===== src/rtl/mips_isa_pkg.sv =====
// Shared MIPS ISA constants and writeback-class encoding for the WB stage.
package mips_isa_pkg;

  // Primary opcodes
  localparam logic [5:0] OP_SPECIAL = 6'h00;
  localparam logic [5:0] OP_JAL     = 6'h03;
  localparam logic [5:0] OP_LB      = 6'h20;
  localparam logic [5:0] OP_LH      = 6'h21;
  localparam logic [5:0] OP_LW      = 6'h23;
  localparam logic [5:0] OP_LBU     = 6'h24;
  localparam logic [5:0] OP_LHU     = 6'h25;

  // SPECIAL funct codes that matter to writeback
  localparam logic [5:0] FN_JR    = 6'h08;
  localparam logic [5:0] FN_JALR  = 6'h09;
  localparam logic [5:0] FN_SYSC  = 6'h0C;
  localparam logic [5:0] FN_BRK   = 6'h0D;
  localparam logic [5:0] FN_MTHI  = 6'h11;
  localparam logic [5:0] FN_MTLO  = 6'h13;
  localparam logic [5:0] FN_MULT  = 6'h18;
  localparam logic [5:0] FN_MULTU = 6'h19;
  localparam logic [5:0] FN_DIV   = 6'h1A;
  localparam logic [5:0] FN_DIVU  = 6'h1B;

  // Link register used by jal
  localparam logic [4:0] REG_RA = 5'd31;

  // What a retiring instruction writes back
  typedef enum logic [2:0] {
    CLS_NONE,
    CLS_RTYPE,
    CLS_JALR,
    CLS_IALU,
    CLS_LOAD,
    CLS_JAL
  } wb_class_e;

  // SPECIAL functs that never write a GPR (jumps, traps, HI/LO writers)
  function automatic logic is_nonwriting_funct(input logic [5:0] funct);
    case (funct)
      FN_JR, FN_SYSC, FN_BRK, FN_MTHI, FN_MTLO,
      FN_MULT, FN_MULTU, FN_DIV, FN_DIVU: is_nonwriting_funct = 1'b1;
      default:                            is_nonwriting_funct = 1'b0;
    endcase
  endfunction

endpackage


===== src/rtl/load_align.sv =====
// Big-endian byte/halfword extraction with sign/zero extension for loads.
module load_align
  import mips_isa_pkg::*;
(
  input  logic [5:0]  op,
  input  logic [1:0]  addr_lo,
  input  logic [31:0] word,
  output logic [31:0] data
);

  logic [7:0]  byte_sel;
  logic [15:0] half_sel;

  // Pick the addressed byte/halfword; offset 0 is the most significant lane,
  // and address bit 0 is ignored for halfwords (no alignment trap here).
  always_comb begin
    case (addr_lo)
      2'd0:    byte_sel = word[31:24];
      2'd1:    byte_sel = word[23:16];
      2'd2:    byte_sel = word[15:8];
      default: byte_sel = word[7:0];
    endcase
    half_sel = addr_lo[1] ? word[15:0] : word[31:16];
  end

  // Extend the selected lane according to the load flavour.
  always_comb begin
    case (op)
      OP_LB:   data = {{24{byte_sel[7]}}, byte_sel};
      OP_LBU:  data = {24'h0, byte_sel};
      OP_LH:   data = {{16{half_sel[15]}}, half_sel};
      OP_LHU:  data = {16'h0, half_sel};
      default: data = word;
    endcase
  end

endmodule


===== src/rtl/wb_regfile.sv =====
// MEM/WB writeback decode plus 32x32 GPR file with two combinational read ports.
// Optional same-cycle write-through to the read ports: define WB_BYPASS_EN.
module wb_regfile
  import mips_isa_pkg::*;
(
  input  logic        CLK,
  input  logic        RST,
  input  logic [31:0] MEM_WB_PCPlusBy4,
  input  logic [31:0] MEM_WB_Instr,
  input  logic [31:0] MEM_WB_Mult_Mux_o,
  input  logic [31:0] MEM_WB_dataMem_o,
  input  logic [4:0]  RdAddr1,
  input  logic [4:0]  RdAddr2,
  output logic [31:0] RdData1,
  output logic [31:0] RdData2,
  output logic        WB_We,
  output logic [4:0]  WB_Dst,
  output logic [31:0] WB_Data
);

  logic [5:0]  opcode;
  logic [5:0]  funct;
  wb_class_e   wb_class;
  logic [31:0] load_data;
  logic [31:0] rf_row [32];

  assign opcode = MEM_WB_Instr[31:26];
  assign funct  = MEM_WB_Instr[5:0];

  load_align u_load_align (
    .op      (opcode),
    .addr_lo (MEM_WB_Mult_Mux_o[1:0]),
    .word    (MEM_WB_dataMem_o),
    .data    (load_data)
  );

  // Classify the retiring instruction; an all-zero word is a bubble.
  always_comb begin
    wb_class = CLS_NONE;
    case (opcode)
      OP_SPECIAL: begin
        if (MEM_WB_Instr != 32'h0) begin
          if (funct == FN_JALR)                wb_class = CLS_JALR;
          else if (!is_nonwriting_funct(funct)) wb_class = CLS_RTYPE;
        end
      end
      OP_JAL:                           wb_class = CLS_JAL;
      OP_LB, OP_LH, OP_LW, OP_LBU, OP_LHU: wb_class = CLS_LOAD;
      default: if (opcode[5:3] == 3'b001) wb_class = CLS_IALU;
    endcase
  end

  // Destination/data per class; register 0 is never a real write target.
  always_comb begin
    WB_Dst  = 5'd0;
    WB_Data = 32'h0;
    case (wb_class)
      CLS_RTYPE: begin WB_Dst = MEM_WB_Instr[15:11]; WB_Data = MEM_WB_Mult_Mux_o; end
      CLS_JALR:  begin WB_Dst = MEM_WB_Instr[15:11]; WB_Data = MEM_WB_PCPlusBy4;  end
      CLS_IALU:  begin WB_Dst = MEM_WB_Instr[20:16]; WB_Data = MEM_WB_Mult_Mux_o; end
      CLS_LOAD:  begin WB_Dst = MEM_WB_Instr[20:16]; WB_Data = load_data;         end
      CLS_JAL:   begin WB_Dst = REG_RA;              WB_Data = MEM_WB_PCPlusBy4;  end
      default:   ;
    endcase
    WB_We = (wb_class != CLS_NONE) && (WB_Dst != 5'd0);
  end

  assign rf_row[0] = 32'h0;

  generate
    for (genvar gi = 1; gi < 32; gi++) begin : g_reg
      logic [31:0] q_reg;
      // One GPR: cleared by reset, loaded when it is the writeback target.
      always_ff @(posedge CLK or posedge RST) begin
        if (RST)
          q_reg <= 32'h0;
        else if (WB_We && (WB_Dst == 5'(gi)))
          q_reg <= WB_Data;
      end
      assign rf_row[gi] = q_reg;
    end
  endgenerate

  // Read port 1: array value, optional write-through, forced 0 during reset.
  always_comb begin
    RdData1 = rf_row[RdAddr1];
`ifdef WB_BYPASS_EN
    if (WB_We && (RdAddr1 == WB_Dst)) RdData1 = WB_Data;
`endif
    if (RST) RdData1 = 32'h0;
  end

  // Read port 2: same behaviour as port 1.
  always_comb begin
    RdData2 = rf_row[RdAddr2];
`ifdef WB_BYPASS_EN
    if (WB_We && (RdAddr2 == WB_Dst)) RdData2 = WB_Data;
`endif
    if (RST) RdData2 = 32'h0;
  end

endmodule


===== config.mk =====
export PLATFORM = sky130hd
export DESIGN_NAME = wb_regfile
export DESIGN_NICKNAME = d
export VERILOG_FILES = /design/src/rtl/mips_isa_pkg.sv /design/src/rtl/load_align.sv /design/src/rtl/wb_regfile.sv
export SDC_FILE = /design/constraint.sdc
export NUM_CORES = 2
export LEC_CHECK = 0
export CORE_MARGIN = 4
export CORE_UTILIZATION = 62
export DETAILED_ROUTE_END_ITERATION = 12
export PLACE_DENSITY = 0.78
export SYNTH_ARGS = -nofsm -noshare
export SYNTH_HDL_FRONTEND = slang
export SYNTH_SLANG_ARGS = --single-unit

===== constraint.sdc =====
create_clock -name CLK -period 48.1 [get_ports CLK]
set_clock_uncertainty 0.2 [all_clocks]
set_input_delay 9.62 -clock CLK [delete_from_list [all_inputs] [get_ports CLK]]
set_output_delay 9.62 -clock CLK [all_outputs]
set_load 0.01 [all_outputs]

# Word level (Yosys, flattened, before mapping)
# Memories as Yosys holds them, arrays and structs flattened.
# Cells that the tools add are included.
# W data, S select, Z words.
dict set report op_classes {
  add_sub_neg 0
  n_reduce_logical 42
  n_eq_ne 46
  div 0
  shifts 0
  muxes 22
  bitwise 2
  multipliers 0
  n_lt_le_gt_ge 2
}
# op count
set ops {}
lappend ops {{$bmux W32 S5} 2}
lappend ops {{$mux W32} 6}
lappend ops {{$pmux W32 S4} 1}
lappend ops {{$pmux W32 S3} 1}
lappend ops {{$eq A5 B5 Y1 const B} 16}
lappend ops {{$eq A5 B4 Y1 const B} 8}
lappend ops {{$logic_and A1 B1 Y1} 32}
lappend ops {{$reduce_bool A32 Y1} 1}
lappend ops {{$eq A6 B6 Y1 const B} 5}
lappend ops {{$pmux W8 S3} 1}
lappend ops {{$eq A5 B3 Y1 const B} 4}
lappend ops {{$mux W16} 1}
lappend ops {{$pmux W5 S3} 1}
lappend ops {{$ge A6 B6 Y1 const B} 2}
lappend ops {{$not A5 Y6} 2}
lappend ops {{$eq A5 B2 Y1 const B} 2}
lappend ops {{$pmux W3 S3} 1}
lappend ops {{$reduce_or A2 Y1} 4}
lappend ops {{$eq A3 B1 Y1 const B} 2}
lappend ops {{$eq A3 B2 Y1 const B} 2}
lappend ops {{$eq A3 B3 Y1 const B} 2}
lappend ops {{$eq A6 B2 Y1 const B} 1}
lappend ops {{$eq A6 B4 Y1 const B} 1}
lappend ops {{$logic_not A6 Y1} 1}
lappend ops {{other kinds (9)} 15}
dict set report word_totals {
  rom_bits 32
  ramBits 0
  mem_count 1
  in_bits 140
  word_cells 146
  latchBits 0
  register_bits 992
  out_inout_bits 102
}
# memory words word_bits rd rd_clocked_by_memory_dff write_ports line_no
set mem_list {}
lappend mem_list {{(no name shown)} 32 1 1 0 0 mips_isa_pkg.sv:40} ;# case (funct)

# Logic depth before layout (Yosys ltp)
# An unclocked memory read counts as a cell.
dict set report logic_depth {
  ltp_word 15
  depth_mapped 13
  mapped_depth_nobuf 9
}

# Cells and area by module
# Synthesis repeated with hierarchy kept, for this count alone.
dict set report hier_totals {
  hier_cells 3537
  area_unflattened_um2 54795.1
}
# mod instances cells_each seq_area_each_um2 area_per_inst_um2
set by_module_without_submodules {}
lappend by_module_without_submodules {wb_regfile 1 3395 24823.8 53847.9}
lappend by_module_without_submodules {load_align 1 142 0.0 947.2}

# Worst setup path after synthesis
# Ideal clock, no wire load.
dict set report synth_timing {
  kind {in2out}
  from {input port RdAddr2[0]}
  to {output port RdData2[26]}
  t_required_ns 38.280
  path_buffers 3
  path_stages 7
  slack_ns 26.352
  arrival_time_ns 11.928
  path_cell_list {clkbuf_1 -> clkbuf_1 -> clkbuf_1 -> mux4_2 -> mux4_2 -> mux2i_1 -> nor2_1}
}
dict set report synth_via {
  elab_chain_cells 5
}
# item line_no
set synth_rtl {}
lappend synth_rtl {{start, declared} wb_regfile.sv:13} ;# input logic [4:0] RdAddr2,
lappend synth_rtl {{$not A5 Y6 (implied by the code)} wb_regfile.sv:95} ;# RdData2 = rf_row[RdAddr2];
lappend synth_rtl {{$bmux W32 S5} wb_regfile.sv:95}
lappend synth_rtl {{$mux W32 (implied by the code) (2 in series)} wb_regfile.sv:95}
lappend synth_rtl {{$mux W32} wb_regfile.sv:99} ;# if (RST) RdData2 = 32'h0;
lappend synth_rtl {{end, declared} wb_regfile.sv:15} ;# output logic [31:0] RdData2,
# No other way between the ends. The select of a mux whose other input is x is not followed.

# Worst setup path after layout
dict set report layout_timing {
  from {input port RdAddr2[0]}
  to {output port RdData2[29]}
}
# Same word-level chain as after synthesis.

==> flow_summary.yaml <==
synthesis:
  yosysTopAreaCellShare_pct: 45.9
  async_flop_share_pct: 100
  synth_area_leaders: "dfrtp_1 (46%), mux4_2 (24%), mux2_2 (5.5%)"
  ys_warn_count: 0
  synth_top_area_cell: "dfrtp_1"
  yosysSeqAreaShare_pct: 45.9
  synth_edf_count: 0
  ys.flop_type: "dfrtp_1"
  avgSynthCellArea_um2: 12.5
  netlist_area_um2: 54100
  syn_nets: 4478
  synth_cells: 4338
  netlist-cell-type-count: 69
  synth_seq_cells: 992
placed_design:
  port-buffer-count: 241
  postPlaceCellArea_um2: 57400
  routabilityCongestion: 0.914
  hpwlAfterDp_mm: 89.0
power_and_ir_drop:
  intPower_mw: 1.58
  seqPwrFrac_pct: 45.5
  switching_share_pct: 26.6
  power.leakage_nw: 25.8
  p_per_area_nw_per_um2: 35.4
  clockPowerShare_pct: 38.2
  switching_power_mw: 0.573
  combPwrFrac_pct: 16.3
  ir_drop_v: 0.0000291
sta:
  maxSlewViolCount: 0
  tightest_slew_ps: 1170
  finalHoldViolCount: 0
  fin_crit_sh_pct: 49.7
  setup_viol: 0
  max_freq_mhz: 41.9
  whs_ps: 294
  rsz0062_at_grt: "false"
  tns_ps: 0
  final.min_clock_period_ps: 23890
  slew_headroom_pct: 22.2
worst_setup_path:
  crit_required_ps: 38280
  cp.arrival_ps: 14070
  reg2reg_slack_ps: 47080
  path_max_fanout: 122
  criticalPathCategory: "in2out"
  start_kind: "primary input"
  cp-end-kind: "output pin"
floorplanning:
  rows: 108
  die_area_um2: 92100
  ios: 242
  die_h_um: 304
  die_x_um: 304
  start_util_pct: 62.4
  coreArea_um2: 86800
global_routing:
  grt.met1_usage_pct: 49.1
  use_met3_pct: 7.44
  antenna_found_initial: 0
  gr-usage-met2_pct: 56.6
  grt_pass1_vias: 40300
  grt_use_total_pct: 35.8
  grt_overflow: 0
  grt_pass1_wl_mm: 247
  grt_busiest_layer: "met2"
  grt_max_degree: 190
hold_path:
  min_path_type: "reg2reg"
cts:
  cts_made_buffers: 101
  ctsResizeCount: 0
  clkSinkCount: 992
  cts-root-buf: "clkbuf_16"
  cts_tree: "done"
  cts_max_level: 3
  clk_pin_slew_ps: 60
  worst_skew_pair.late_latency_ps: 660
  post_cts_buffers: 0
  ctsHoldBuffers: 0
  cts.path.max_buffers: 3
layout:
  mostFrequentLayoutCell: "dfrtp_1"
  diodes: 0
  layout-drive-gt1-share_pct: 32.5
  postLayoutCellArea_um2: 60800
  fin_nets: 4486
  layout_common_cells: "dfrtp_1 (992), mux4_2 (578), nand2_1 (522)"
  largest_reg_flops: 992
  area_growth_pct: 12.4
route:
  drc_errors: 0
  first_pass_iters: 6
  routed_wl_mm: 161
  antenna_left: 0
  wire_per_inst_um: 28.8
  vias: 39000
  via_per_inst: 6.99
  drt-initial-drc-count: 4636
run:
  cap_violations: 0
status:
  outcome: "finished, final reports clean"
synthesized netlist by cell type (all sizes together) (2+ instances only):
cell type,n
dfrtp,992
o31ai,2
and3,2
nor4b,2
o22a,2
a22o,63
nand2,524
nor4,11
nand2b,9
or4,5
nor2,381
mux2i,65
nor3b,2
buf,172
a211oi,14
a21oi,273
o22ai,8
or3b,2
a221oi,32
nor2b,5
nand3,12
or2,5
a2111oi,2
mux2,295
o211ai,9
nand3b,3
clkbuf,260
mux4,578
and2,2
inv,41
or3,3
nor3,8
nand4,6
and3b,2
a21o,4
o21ai,530
per-layer routing:
layer  wire length (um)  vias to the layer above
met5                  0                        -
met4               7890                        0
met3              17800                      500
met2              76000                     2366
met1              59200                    20000
li1                   -                    16200
kinds of logic (layout without fill, tap and decap cells):
group	Yosys count	count (layout)	synth area share, %
compound gates	949	949	10.8
buf+inv	473	559	3.96
flops	992	992	45.9
mux	938	938	31.6
simple gates	986	986	7.84
stage by stage:
stage / total power, mW / worst slack (ps) / utilization, % / std cells
finish: 2.15 / 24210 / 70.1 / 5579
global route: 2.23 / 23910 / 70.1 / 5579
CTS: 2.16 / 24130 / 70.1 / 5579
detailed placement: 1.34 / 24130 / 66.1 / 5398
global placement: 1.32 / 24160 / 66.1 / 5398
floorplan: 1.23 / 10050 / - / 4338
final timing paths:
kind | to | cells past startpoint | from
setup / recovery | RdData2[29] | 10 | RdAddr2[0]
hold / removal | g_reg[6].q_reg[31] | 2 | g_reg[6].q_reg[31]
setup reg to reg | g_reg[7].q_reg[10] | 1 | g_reg[7].q_reg[10]
hold reg to reg | g_reg[6].q_reg[31] | 2 | g_reg[6].q_reg[31]
max in group asynchronous | g_reg[25].q_reg[3] | 3 | RST
min in group asynchronous | g_reg[8].q_reg[30] | 2 | RST
power by group through the flow:
| stage | registers (mW) | logic, mW | clock network [mW] |
|---|---|---|---|
| after detailed placement | 0.991 | 0.349 | 0 |
| after floorplan | 0.974 | 0.258 | 0 |
| after global placement | 0.984 | 0.339 | 0 |
| after global routing | 0.990 | 0.379 | 0.864 |
| final | 0.980 | 0.352 | 0.823 |
| after CTS | 0.978 | 0.352 | 0.829 |
critical path: stages:
cell             delay (ps)
buf_8                   470
buf_12                  810
buf_4                   730
nor2b_4                 210
buf_4                   410
a22o_1                  310
mux4_2                  440
mux2i_1                 400
nor2_1                   80
clkdlybuf4s50_1         520
final cells by class:
| type | count | area, um^2 |
|---|---|---|
| multi-input combinational | 2873 | 27700 |
| inverter | 41 | 164 |
| fill | 5940 | 25900 |
| timing repair buffer | 337 | 3210 |
| clock inverter | 30 | 498 |
| sequential | 992 | 24800 |
| clock buffer | 151 | 2970 |
| tap | 1155 | 1450 |
No activity file was read; power rests on OpenSTA's default activity.
